$ cat src/rtl/game_pkg.sv
// game_pkg: shared types, LFSR taps and BCD helper for the bomb game controller
package game_pkg;
  typedef enum logic [1:0] {IDLE, ARMED, FAIL, WIN} state_t;
  typedef logic [3:0] bcd_t;
  localparam logic [7:0] LFSR_TAPS = 8'hB8;
  function automatic logic [7:0] sec_to_bcd(input int s);
    return {4'(s / 10), 4'(s % 10)};
  endfunction
endpackage

$ cat src/rtl/bcd_down_counter.sv
// bcd_down_counter: two-digit BCD down counter that saturates at 00
module bcd_down_counter
  import game_pkg::*;
#(
  parameter logic [7:0] RST_VAL = 8'h00
) (
  input  logic       clk,
  input  logic       rst_n,
  input  logic       load,
  input  logic [7:0] load_val,
  input  logic       dec,
  output logic [7:0] q,
  output logic       zero_next
);
  bcd_t       w_tens, w_ones;
  logic [7:0] w_dec_val;
  assign w_tens    = q[7:4];
  assign w_ones    = q[3:0];
  assign w_dec_val = (w_ones == 4'd0) ? {w_tens - 4'd1, 4'd9} : {w_tens, w_ones - 4'd1};
  assign zero_next = (q == 8'h01);
  always_ff @(posedge clk or negedge rst_n) begin
    if (!rst_n) q <= RST_VAL;
    else if (load) q <= load_val;
    else if (dec && q != 8'h00) q <= w_dec_val;
  end
endmodule

$ cat src/rtl/bomb_game_ctrl.sv
// bomb_game_ctrl: arms the bomb, runs the seconds countdown and judges wire cuts
module bomb_game_ctrl
  import game_pkg::*;
#(
  parameter int         TICK_DIV  = 500,
  parameter int         START_SEC = 30,
  parameter logic [7:0] LFSR_SEED = 8'hA5
) (
  input  logic       clk,
  input  logic       rst_n,
  input  logic       start,
  input  logic [7:0] wire_in,
  input  logic       repeatRst,
  output logic       fail,
  output logic       success,
  output logic       armed,
  output logic [7:0] sec_bcd,
  output logic       beep_tick
);
  localparam logic [15:0] P_MAX   = 16'(TICK_DIV - 1);
  localparam logic [7:0]  START_V = sec_to_bcd(START_SEC);
  state_t      r_state, w_next;
  logic [15:0] r_presc;
  logic [7:0]  r_lfsr, r_wire_q, r_cut;
  logic [2:0]  r_target;
  logic [7:0]  w_tgt_mask, w_wrong;
  logic        w_wrap, w_arm, w_zero_next;
  assign w_wrap     = (r_state == ARMED) && (r_presc == P_MAX);
  assign w_arm      = (r_state == IDLE) && start && (wire_in == 8'hFF) && !repeatRst;
  assign w_tgt_mask = 8'b1 << r_target;
  assign w_wrong    = r_cut & ~w_tgt_mask;
  bcd_down_counter #(.RST_VAL(START_V)) u_cnt (
    .clk      (clk),
    .rst_n    (rst_n),
    .load     (w_arm),
    .load_val (START_V),
    .dec      (w_wrap),
    .q        (sec_bcd),
    .zero_next(w_zero_next)
  );
  // a wrong cut or expiry wins over a simultaneous right cut
  always_comb begin
    w_next = r_state;
    case (r_state)
      IDLE:    w_next = w_arm ? ARMED : IDLE;
      ARMED:   w_next = ((w_wrap && w_zero_next) || |w_wrong) ? FAIL :
                        (r_cut == w_tgt_mask) ? WIN : ARMED;
      FAIL:    w_next = repeatRst ? IDLE : FAIL;
      WIN:     w_next = start ? IDLE : WIN;
      default: w_next = IDLE;
    endcase
  end
  always_ff @(posedge clk or negedge rst_n) begin
    if (!rst_n) begin
      r_state   <= IDLE;
      r_presc   <= '0;
      r_lfsr    <= LFSR_SEED;
      r_wire_q  <= 8'hFF;
      r_cut     <= '0;
      r_target  <= '0;
      fail      <= 1'b0;
      success   <= 1'b0;
      armed     <= 1'b0;
      beep_tick <= 1'b0;
    end else begin
      r_state   <= w_next;
      r_presc   <= (r_state == ARMED && !w_wrap) ? r_presc + 16'd1 : '0;
      r_lfsr    <= {r_lfsr[6:0], ^(r_lfsr & LFSR_TAPS)};
      r_wire_q  <= wire_in;
      r_cut     <= r_wire_q & ~wire_in;
      r_target  <= w_arm ? r_lfsr[2:0] : r_target;
      fail      <= (w_next == FAIL);
      success   <= (w_next == WIN);
      armed     <= (w_next == ARMED);
      beep_tick <= w_wrap;
    end
  end
endmodule

$ cat config.mk
export PLATFORM = sky130hd
export DESIGN_NAME = bomb_game_ctrl
export DESIGN_NICKNAME = d
export VERILOG_FILES = /design/src/rtl/game_pkg.sv /design/src/rtl/bcd_down_counter.sv /design/src/rtl/bomb_game_ctrl.sv
export SDC_FILE = /design/constraint.sdc
export NUM_CORES = 1
export LEC_CHECK = 0
export CAP_MARGIN = 15
export CORE_ASPECT_RATIO = 1.25
export CORE_MARGIN = 8
export CORE_UTILIZATION = 55
export DETAILED_ROUTE_END_ITERATION = 7
export PLACE_DENSITY = 0.82
export SYNTH_ARGS = -nofsm -noshare
export SYNTH_HDL_FRONTEND = slang
export SYNTH_SLANG_ARGS = --single-unit
$ cat constraint.sdc
create_clock -name clk -period 2.4 [get_ports clk]
set_input_delay 0.48 -clock clk [delete_from_list [all_inputs] [get_ports clk]]
set_output_delay 0.48 -clock clk [all_outputs]
set_load 0.005 [all_outputs]
; After elaboration in Yosys (flattened, before gate mapping)
; Cells that the tools add are included.
[word_totals]
ff_bits = 57
output_inout_bits = 12
wordCells = 58
[classes]
add_sub_neg = 3
n_eq_ne = 10
shifts = 1
n_mux = 10
n_bitwise = 4
reduce_logical = 18
[op_table]
columns = operator, n
row1 = $mux 8, 3
row2 = $add 16x1->16 const B, 1
row3 = $and 8x8->8, 2
row4 = $eq 16x9->1 const B, 1
row5 = $mux 16, 1
row6 = $not 8->8, 2
row7 = $eq 2x2->1 const B, 4
row8 = $eq 8x1->1 const B, 1
row9 = $eq 8x8->1, 1
row10 = $eq 8x8->1 const B, 1
row11 = $mux 2, 4
row12 = $pmux 2 s4, 1
row13 = $reduce_bool 8->1, 1
row14 = $reduce_or 8->1, 1
row15 = $reduce_xor 8->1, 1
row16 = $shl 1x3->8 const A, 1
row17 = $sub 4x1->4 const B, 2
row18 = $logic_and 1x1->1, 7
row19 = $eq 2x1->1 const B, 2
row20 = $logic_not 4->1, 1
row21 = $reduce_bool 2->1, 2
row22 = $logic_not 1->1, 2
row23 = $logic_not 2->1, 1
row24 = $reduce_and 2->1, 1
row25 = other kinds (2), 2

; Depth between registers and ports, before layout
; Gate-level depths: netlist of the first run.
[logic_depth]
ltp_word = 8
mapped_depth = 7
ltp_nobuf = 6

; Hierarchy
; From an unflattened synthesis of the first run, not the netlist that was laid out.
[unflattened]
hier_cells = 247
hier_area_um2 = 2730.1
[by_module_without_submodules]
columns = mod, n_inst, cells_each, area_per_inst_um2, seq_area_each_um2
row1 = bomb_game_ctrl, 1, 194, 2209.6, 1241.2
row2 = bcd_down_counter, 1, 53, 520.5, 202.7

; Worst setup path before layout of the first run
; No wires, ideal clock.
[synth_timing]
path_kind = reg-to-reg
start = register r_target[2]
end = register armed
setup_ns = 0.087
arrival_time_ns = 1.905
t_required_ns = 2.313
path_slack_ns = 0.409
path_stages_with_launch = 7
path_buffers = 0
path_cell_list = dfrtp_1 > or3b_2 > ha_1 > nor4_1 > o211ai_1 > o221a_2 > a211oi_2
[synth_via]
elab_chain_len = 8
[synth_rtl]
columns = element, line_no
row1 = from (decl), bomb_game_ctrl.sv:25  ; logic [2:0] r_target;
row2 = from (signal assigned), bomb_game_ctrl.sv:71  ; r_target <= w_arm ? r_lfsr[2:0] : r_target;
row3 = $shl 1x3->8 (*), bomb_game_ctrl.sv:30  ; assign w_tgt_mask = 8'b1 << r_target;
row4 = $not 8->8, bomb_game_ctrl.sv:31  ; assign w_wrong = r_cut & ~w_tgt_mask;
row5 = $and 8x8->8, bomb_game_ctrl.sv:31
row6 = $reduce_or 8->1, bomb_game_ctrl.sv:46  ; ARMED: w_next = ((w_wrap && w_zero_next) || |w_wrong) ? FAIL :
row7 = $logic_or 1x1->1, bomb_game_ctrl.sv:46
row8 = $mux 2 (*), bomb_game_ctrl.sv:46
row9 = $pmux 2 s4 (*), bomb_game_ctrl.sv:44  ; case (r_state)
row10 = $eq 2x1->1 (*), bomb_game_ctrl.sv:74  ; armed <= (w_next == ARMED);
row11 = to (signal assigned), bomb_game_ctrl.sv:74
row12 = to (decl), bomb_game_ctrl.sv:16  ; output logic armed,
; Every way passes the cells marked *; elsewhere a longest branch is shown, timed or not.
; A chain may end at the register's enable or synchronous reset.

; Worst setup path in the final report of the first run
; Same ends and word-level chain as after synthesis.

==> impl_metrics.json, run 1 <==
{
  "status": "finished clean",
  "netlist_instances": 236,
  "start_kind": "flip-flop",
  "hold_viol_final": 0,
  "synth_xor_area_frac": 0.0435,
  "synth_fa_ha_area_frac": 0.0526,
  "antenna_found_initial": 0,
  "worstSetupPathType": "flip-flop to flip-flop",
  "hp-class": "primary input to asynchronous set/reset pin",
  "rows": 28,
  "place_congestion": 0.801,
  "fmax_mhz": 460,
  "max_slew_margin": 0.603,
  "finClkSkew_ps": 11.4,
  "cts.clk_slew.worst_paths_ps": 60,
  "max_slew.worst_pin.slew_ps": 595,
  "drt_pass1_iterations": 4,
  "fillerInstances": 366,
  "synthSimpleGateAreaFrac": 0.235,
  "die_y_um": 93.1,
  "synth_ff_type": "dfrtp_1",
  "clock_sinks": 57,
  "drive_gt1_frac": 0.165,
  "finalMaxSlewViolations": 0,
  "arrival_ps": 2420,
  "syn_nets": 259,
  "critPathSlowestCell": "or3b_2",
  "n_antenna_cell": 0,
  "grt_usage": 0.151,
  "cts-root-buf": "clkbuf_8",
  "ys_seq_area_frac": 0.552,
  "htree_levels": 3,
  "grt_overflow": 0,
  "ys_warn_count": 0,
  "via_per_inst": 5.56,
  "peakVddDrop_v": 0.000415,
  "synth-compound-area-share": 0.0842,
  "synth.top_cell.area_share": 0.411,
  "ant_nets": 0,
  "portBuffers": 23,
  "synth.area.top_cells": "dfrtp_1 41%, dfstp_2 14%, ha_1 5.3%",
  "power-per-cell-area_nw_per_um2": 686,
  "worstPathRequired_ps": 2640,
  "endpoint_kind": "flip-flop",
  "nNetsFinal": 290,
  "dpl-instance-area_um2": 2910,
  "async_flop_share": 1.00,
  "yosysTopAreaCell": "dfrtp_1",
  "fin_crit_ps": 2180,
  "critical-path-max-stage-delay_ps": 490,
  "syn_avg_cell_area_um2": 11.1,
  "fin_setup_tns_ps": 0,
  "first_iter_violations": 104,
  "area_growth_pct": 17.6,
  "layout_commonest_cell": "dfrtp_1",
  "ioPinCount": 24,
  "routedWlPerCell_um": 15.0,
  "core_area_um2": 4660,
  "routed-via-count": 1846,
  "dieArea_um2": 7230,
  "drv_cap": 0,
  "crit_fanout": 9,
  "initial_core_util": 0.561,
  "cts_buffers": 9,
  "drcViolationCount": 0,
  "synth_top_family_by_area": "simple AND/OR/NAND/NOR gates",
  "clock_latency_ps": 330,
  "period_share": 0.906,
  "ys_ff_latch": 57,
  "finalInstanceArea_um2": 3080,
  "wirelength_um": 4980,
  "synthMuxAreaShare": 0.0115,
  "syn_area_um2": 2620,
  "die_width_um": 77.7,
  "layout_common_cells": "43 x dfrtp_1, 22 x nand2_1, 22 x clkdlybuf4s50_1",
  "synth_edf_count": 0,
  "placedCellCount": 316,
  "setup_viol": 0,
  "place_hpwl_um": 3630,
  "cts_tree": "yes",
  "rsz0062_at_grt": "false",
  "worstPathCellList": "or3b_2 -> ha_1 -> nor4_2 -> o211ai_1 -> o221a_2 -> a211oi_2",
  "first_global_vias": 1867,
  "grt_pass1_wl_um": 8660,
  "fin_cells": 332,
  "cts_max_path_buffers": 2,
  "ys_types": 47,
  "post_cts_buffers": 0,
  "p_leak_nw": 1.29,
  "grt_start_max_net_pins": 29
}
what timing repair did:
item,in CTS,in global routing
resized for setup,0,2
hold endpoints to repair,0,0
hold buffers,0,0
endpoints found under the setup margin,0,1
Yosys cell counts (2+ instances only):
cell	n
nand3b_1	4
buf_2	2
inv_1	6
xnor2_1	5
xor2_1	8
nand2_1	22
o21ai_0	11
and3_1	5
nand4_1	11
or3_1	5
nor4_1	3
nand3_1	9
a31oi_1	2
dfstp_2	14
nor3_1	5
mux2i_1	3
ha_1	11
nor2b_1	8
a21oi_1	7
nor3b_1	2
and2_1	3
o31ai_1	2
dfrtp_1	43
or3b_2	3
or4_1	2
clkbuf_1	3
nor2_1	17
sequential cells by signal, indices dropped and copies added, names as in the netlist:
signal,cells
r_lfsr,8
u_cnt.q,8
r_target,3
fail,1
r_presc,16
r_state,2
success,1
r_cut,8
r_wire_q,8
beep_tick,1
armed,1
report_power, final:
group	internal [mW]	switching (mW)	leakage [nW]	total, mW
clock network	0.369	0.355	0.0801	0.725
registers	1.03	0.0543	0.707	1.09
logic	0.135	0.163	0.500	0.299
layer usage:
metal | track usage | wire length [um]
met2 | 0.241 | 2570
met1 | 0.179 | 2160
met5 | 0 | 0
met4 | 0.0678 | 53
met3 | 0.0537 | 196
per-stage QoR:
step	power (mW)	hold WS (ps)	setup slack (ps)	util
after CTS	2.14	149	130	0.658
after detailed placement	1.41	340	84.3	0.624
final	2.11	154	224	0.660
after global placement	1.39	335	132	0.624
after global routing	2.23	177	52.9	0.660
after floorplan	1.26	184	409	-
worst max-delay path, delay by kind of cell (launching register included):
kind,cells,cell delay (ps)
adders and majority gates,1,200
DFF,1,450
AOI/OAI and AO/OA,3,630
and+or+nand+nor,2,800
worst paths after layout:
path / startpoint / end / slack [ps] / cells past startpoint
max reg2reg: r_target[2] / armed / 220 / 6
max in group asynchronous: rst_n / u_cnt.q[5] / 1540 / 2
min reg2reg: r_lfsr[6] / r_lfsr[7] / 360 / 0
min: rst_n / r_lfsr[6] / 150 / 1
min in group clk: r_lfsr[6] / r_lfsr[7] / 360 / 0
max: r_target[2] / armed / 220 / 6
logic make-up after synthesis:
kind of cell / Yosys count
AOI/OAI and AO/OA: 32
xor gates and xnor gates: 13
adders and majority gates: 11
muxes: 3
and+or+nand+nor: 108
DFF: 57
buffers and inverters: 12
layout make-up:
type                       count  area, um2  share of cell area
clock buffer                  12        135              0.0439
clock inverter                 4       22.5             0.00732
multi-input combinational    167       1130               0.367
inverter                       6       22.5             0.00732
tap                           60       75.1              0.0244
timing repair buffer          26        248              0.0805
sequential                    57       1440               0.469
Note: power is estimated with default switching activity, not from simulation.
==> inputs of run 2 (changes only) <==
- RECOVER_POWER: default -> 50
==> impl_metrics.json, run 2 (synthesis gave the netlist of run 1 again) <==
{
  "nNetsFinal": 290,
  "first_iter_violations": 97,
  "via_per_inst": 5.55,
  "top_register": "r_presc",
  "endpoint_kind": "flip-flop",
  "drt_pass1_iterations": 5,
  "dieArea_um2": 7230,
  "placedCellCount": 316,
  "fin_cells": 332,
  "rsz0062_at_grt": "false",
  "first_global_vias": 1867,
  "max_slew.worst_pin.slew_ps": 1420,
  "area_growth_pct": 17.3,
  "die_y_um": 93.1,
  "clock_sinks": 57,
  "period_share": 0.905,
  "layout_commonest_cell": "dfrtp_1",
  "fmax_mhz": 460,
  "layout_common_cells": "43 x dfrtp_1, 22 x nand2_1, 17 x nor2_1",
  "initial_core_util": 0.561,
  "fillerInstances": 369,
  "die_width_um": 77.7,
  "largest_register_ffs": 16,
  "place_hpwl_um": 3630,
  "cts_max_path_buffers": 2,
  "peakVddDrop_v": 0.000414,
  "grt_start_max_net_pins": 29,
  "htree_levels": 3,
  "hp-class": "flip-flop to flip-flop",
  "grt_pass1_wl_um": 8660,
  "worstSetupPathType": "flip-flop to flip-flop",
  "core_area_um2": 4660,
  "finClkSkew_ps": 12.2,
  "fin_setup_tns_ps": 0,
  "p_leak_nw": 1.28,
  "drcViolationCount": 0,
  "portBuffers": 23,
  "drive_gt1_frac": 0.147,
  "cts_tree": "yes",
  "cts_buffers": 9,
  "setup_viol": 0,
  "max_slew_margin": 0.0545,
  "antenna_found_initial": 0,
  "n_antenna_cell": 0,
  "start_kind": "flip-flop",
  "worstHoldStart": "r_lfsr[6]",
  "wirelength_um": 4970,
  "grt_overflow": 0,
  "ant_nets": 0,
  "clock_latency_ps": 330,
  "rows": 28,
  "power-per-cell-area_nw_per_um2": 687,
  "hold_viol_final": 0,
  "post_cts_buffers": 0,
  "ioPinCount": 24,
  "cts-root-buf": "clkbuf_8",
  "routed-via-count": 1844,
  "grt_usage": 0.151,
  "cts.clk_slew.worst_paths_ps": 60,
  "status": "finished clean",
  "drv_cap": 0,
  "arrival_ps": 2420,
  "worstPathRequired_ps": 2640,
  "hold_buffers": 0,
  "crit_fanout": 9,
  "place_congestion": 0.801,
  "finalMaxSlewViolations": 0,
  "startpoint": "r_target[2]",
  "routedWlPerCell_um": 15.0,
  "r2r_start": "r_target[2]",
  "fin_crit_ps": 2170
}
## run 2: final cells by class
type	instances	area [um2]	share of cell area
multi-input cells	167	1130	0.368
repair buffers	26	240	0.0783
well taps	60	75.1	0.0245
inverters	6	22.5	0.00734
clock inverters	4	22.5	0.00734
flip-flops and latches	57	1440	0.470
clock buffers	12	135	0.0440
## run 2: worst paths after layout
| check | endpoint | slack (ps) | cells after the start |
|---|---|---|---|
| worst max-delay path | armed | 230 | 6 |
| worst min-delay path | r_lfsr[7] | 360 | 0 |
| worst max register to register | armed | 230 | 6 |
| worst min register to register | r_lfsr[7] | 360 | 0 |
| max in group asynchronous | r_cut[7] | 580 | 2 |
| min in group asynchronous | r_lfsr[6] | 470 | 1 |
## run 2: where the power goes
part	internal (mW)	switching, mW	leakage (nW)	total (mW)
clock	0.369	0.358	0.0801	0.727
sequential	1.03	0.0542	0.708	1.09
combinational	0.131	0.163	0.495	0.295
## run 2: metrics by stage
step                      utilization  setup WS [ps]  hold WS, ps  power [mW]  cell area (um2)
after detailed placement        0.624           84.3          340        1.41             2910
after floorplan                     -            409          184        1.26             2620
final                           0.659            228          358        2.11             3070
after CTS                       0.658            130          149        2.14             3060
after global routing            0.659           52.9          363        2.23             3070
after global placement          0.624            132          335        1.39             2910
## run 2: worst max-delay path, cell delays in order (launching register included)
cell      delay, ps
dfrtp_1         450
or3b_2          490
ha_1            200
nor4_2          310
o211ai_1        190
o221a_2         290
a211oi_2        150
## run 2: repair_timing
action / in CTS / in global routing
endpoints found under the setup margin: 0 / 1
endpoints found under the hold margin: 0 / 0
gates resized for setup: 0 / 2
## run 2: metal layers
metal	wire, um	track usage
met3	210	0.0537
met1	2150	0.179
met4	66	0.0678
met5	0	0
met2	2550	0.241
==> variant: new RTL, settings of run 2 <==
Make the reset (`rst_n`) synchronous in 2 clocked blocks.
--- a/src/rtl/bcd_down_counter.sv
+++ b/src/rtl/bcd_down_counter.sv
@@ -20,3 +20,3 @@
   assign zero_next = (q == 8'h01);
-  always_ff @(posedge clk or negedge rst_n) begin
+  always_ff @(posedge clk) begin
     if (!rst_n) q <= RST_VAL;
--- a/src/rtl/bomb_game_ctrl.sv
+++ b/src/rtl/bomb_game_ctrl.sv
@@ -52,3 +52,3 @@
   end
-  always_ff @(posedge clk or negedge rst_n) begin
+  always_ff @(posedge clk) begin
     if (!rst_n) begin
Check against the original RTL: differs if rst_n is asserted again (counterexample within 4 cycles, from zero or initial values and one cycle with rst_n low); with rst_n held inactive, the same outputs for 10 cycles.
==> variant against run 2 <==
Cell count is 3.3% higher; wire length down 6.3%; maximum frequency down 5.1%; sequential cell count is the same; final area is 4.2% lower; worst setup slack got worse by 0.12 ns; die area fell by 8.7%; area after synthesis is 11% lower; largest cell class unchanged.
Power is not compared: it rests on default switching activity, and its combinational part moved more than twofold at a synthesized area within 25%.
==> variant: results (changes against run 2) <==
- The number of non-clock buffers is 30 (was 26).
- The worst-case hold slack was 0.4107 ns (was 0.3584 ns).
- The share of the final layout cell area in multi-input gates is 38.83% (was 36.81%).
- The non-clock buffering overhead in the final layout is 9.358% (was 7.827%).
- The reg-to-reg endpoint is fail$_SDFF_PN0_ (was armed$_DFF_PN0_).
- The global-route wire length before repair came to 7.652 mm (was 8.659 mm).
- The detailed-routing wirelength on met1 is 1.885 mm (was 2.149 mm).
- The proportion of register bits with asynchronous set or reset after synthesis is 0% (was 100.0%).
- The number of nets in the layout is 305 (was 290).
- The portion of the layout cell area used by clock cells was 8.635% (was 5.137%).
- The length of the first detailed-routing pass in iterations is 4 (was 5).
- The number of fill cells is 317 (was 369).
- The DRC violation total after the first TritonRoute iteration is 82 (was 97).
- The number of standard cells in the layout, taps in and fillers out was 343 (was 332).
- The final setup skew is 0.006690 ns (was 0.01219 ns).
- The worst reg-to-reg setup slack came to 0.11 ns (was 0.23 ns).
- The startpoint of the lowest-slack register-to-register path is r_target[1]$_SDFFE_PN0P_ (was r_target[2]$_DFFE_PN0P_).
- The worst min-delay path endpoint is r_cut[0]$_SDFF_PN0_ (was r_lfsr[7]$_DFF_PN1_).
- The detailed-routed wire length on met2 is 2.411 mm (was 2.547 mm).
- The share of the final layout cell area in sequential cells is 38.88% (was 47.04%).
- The detail-routed net length per standard cell is 13.59 um (was 14.98 um).
- Outcome: finished, final reports clean (unchanged).
- The worst setup timing slack at the placement stage is 0.02841 ns (was 0.08427 ns).
- The hold-critical path depth is 2 (was 0).
- The startpoint of the tightest hold check path is r_wire_q[0]$_SDFF_PN1_ (was r_lfsr[6]$_DFF_PN0_).
- The total placed instance area is 0.002673 mm^2 (was 0.002907 mm^2).
- The non-clock inverter instance count of the final layout is 15 (was 6).
- The clock network accounts for 50.9% of the total power.
- The highest cell delay on the worst timing path is 0.53 ns (was 0.49 ns).
- The cell type of the slowest stage on the worst timing path is or4_4 (was or3b_2).
- The global routing usage summed across all routing layers is 15.46% (was 15.13%).
- The global placer's final weighted congestion is 0.8920 (was 0.8008).
- The count of hold-fix buffers inserted at cts is 0 (unchanged).
- The number of antenna violations at the first check in global routing is 0 (unchanged).
- The maximum fanout along the worst path is 7 (was 9).
- The sequential share of the synthesized area is 48.82% (was 55.19%).
- The core utilization of the finished layout was 71.76% (was 65.87%).
- The layout multi-input combinational cell count was 169 (was 167).
- The pin count of the biggest net entering global routing is 19 (was 29).
- The instance count after placement with tap cells included was 327 (was 316).
- The number of core rows is 26 (was 28).
- The share of cells above drive strength 1 is 11.50% (was 14.71%).
- The number of unique standard cell types used by synthesis was 40 (was 47).
==> variant: cell count changes after synthesis, sizes merged, moves of 6 or more <==
| cell | delta |
|---|---|
| dfrtp | -43 |
| dfstp | -14 |
| dfxtp | +57 |
| inv | +9 |
| nand2 | -11 |
| nand2b | +12 |
| nand4 | -6 |
| nor2 | +20 |
| nor2b | -7 |
| o21ai | -9 |
| xnor2 | +6 |
==> variant: worst max path at each step <==
stage	from	end	slack [ns]	cells past startpoint
5_1_grt	r_target[2]$_SDFFE_PN0P_	fail$_SDFF_PN0_	0.03	7
6_report	r_target[1]$_SDFFE_PN0P_	fail$_SDFF_PN0_	0.11	7
3_5_place_dp	r_target[1]$_SDFFE_PN0P_	fail$_SDFF_PN0_	0.03	7
3_3_place_gp	r_target[2]$_SDFFE_PN0P_	success$_SDFF_PN0_	0.05	7
4_1_cts	r_target[1]$_SDFFE_PN0P_	fail$_SDFF_PN0_	0.004	7
2_1_floorplan	r_target[0]$_SDFFE_PN0P_	success$_SDFF_PN0_	0.009	8
==> variant: metal layers <==
metal / track usage (%) / vias up
li1: - / 922
met1: 14.95 / 854
met2: 26.28 / 34
met3: 5.669 / 15
met4: 11.43 / 0
met5: 0 / -
==> variant: logic make-up after synthesis <==
| group | count (synthesis) | synth area share, % |
|---|---|---|
| mux | 1 | 0.4283 |
| simple gates | 121 | 29.12 |
| fa+ha+maj | 11 | 5.889 |
| compound gates | 16 | 4.711 |
| buf+inv | 22 | 3.533 |
| flops | 57 | 48.82 |
| xor+xnor | 20 | 7.495 |
==> variant: worst max-delay path: cells and delay by family (launching register included) <==
| family | cells | cell delay, ns |
|---|---|---|
| AO/OA/AOI/OAI | 2 | 0.33 |
| adder cells (fa/ha/maj) | 1 | 0.19 |
| flip-flops | 1 | 0.34 |
| AND/OR/NAND/NOR | 4 | 1.32 |
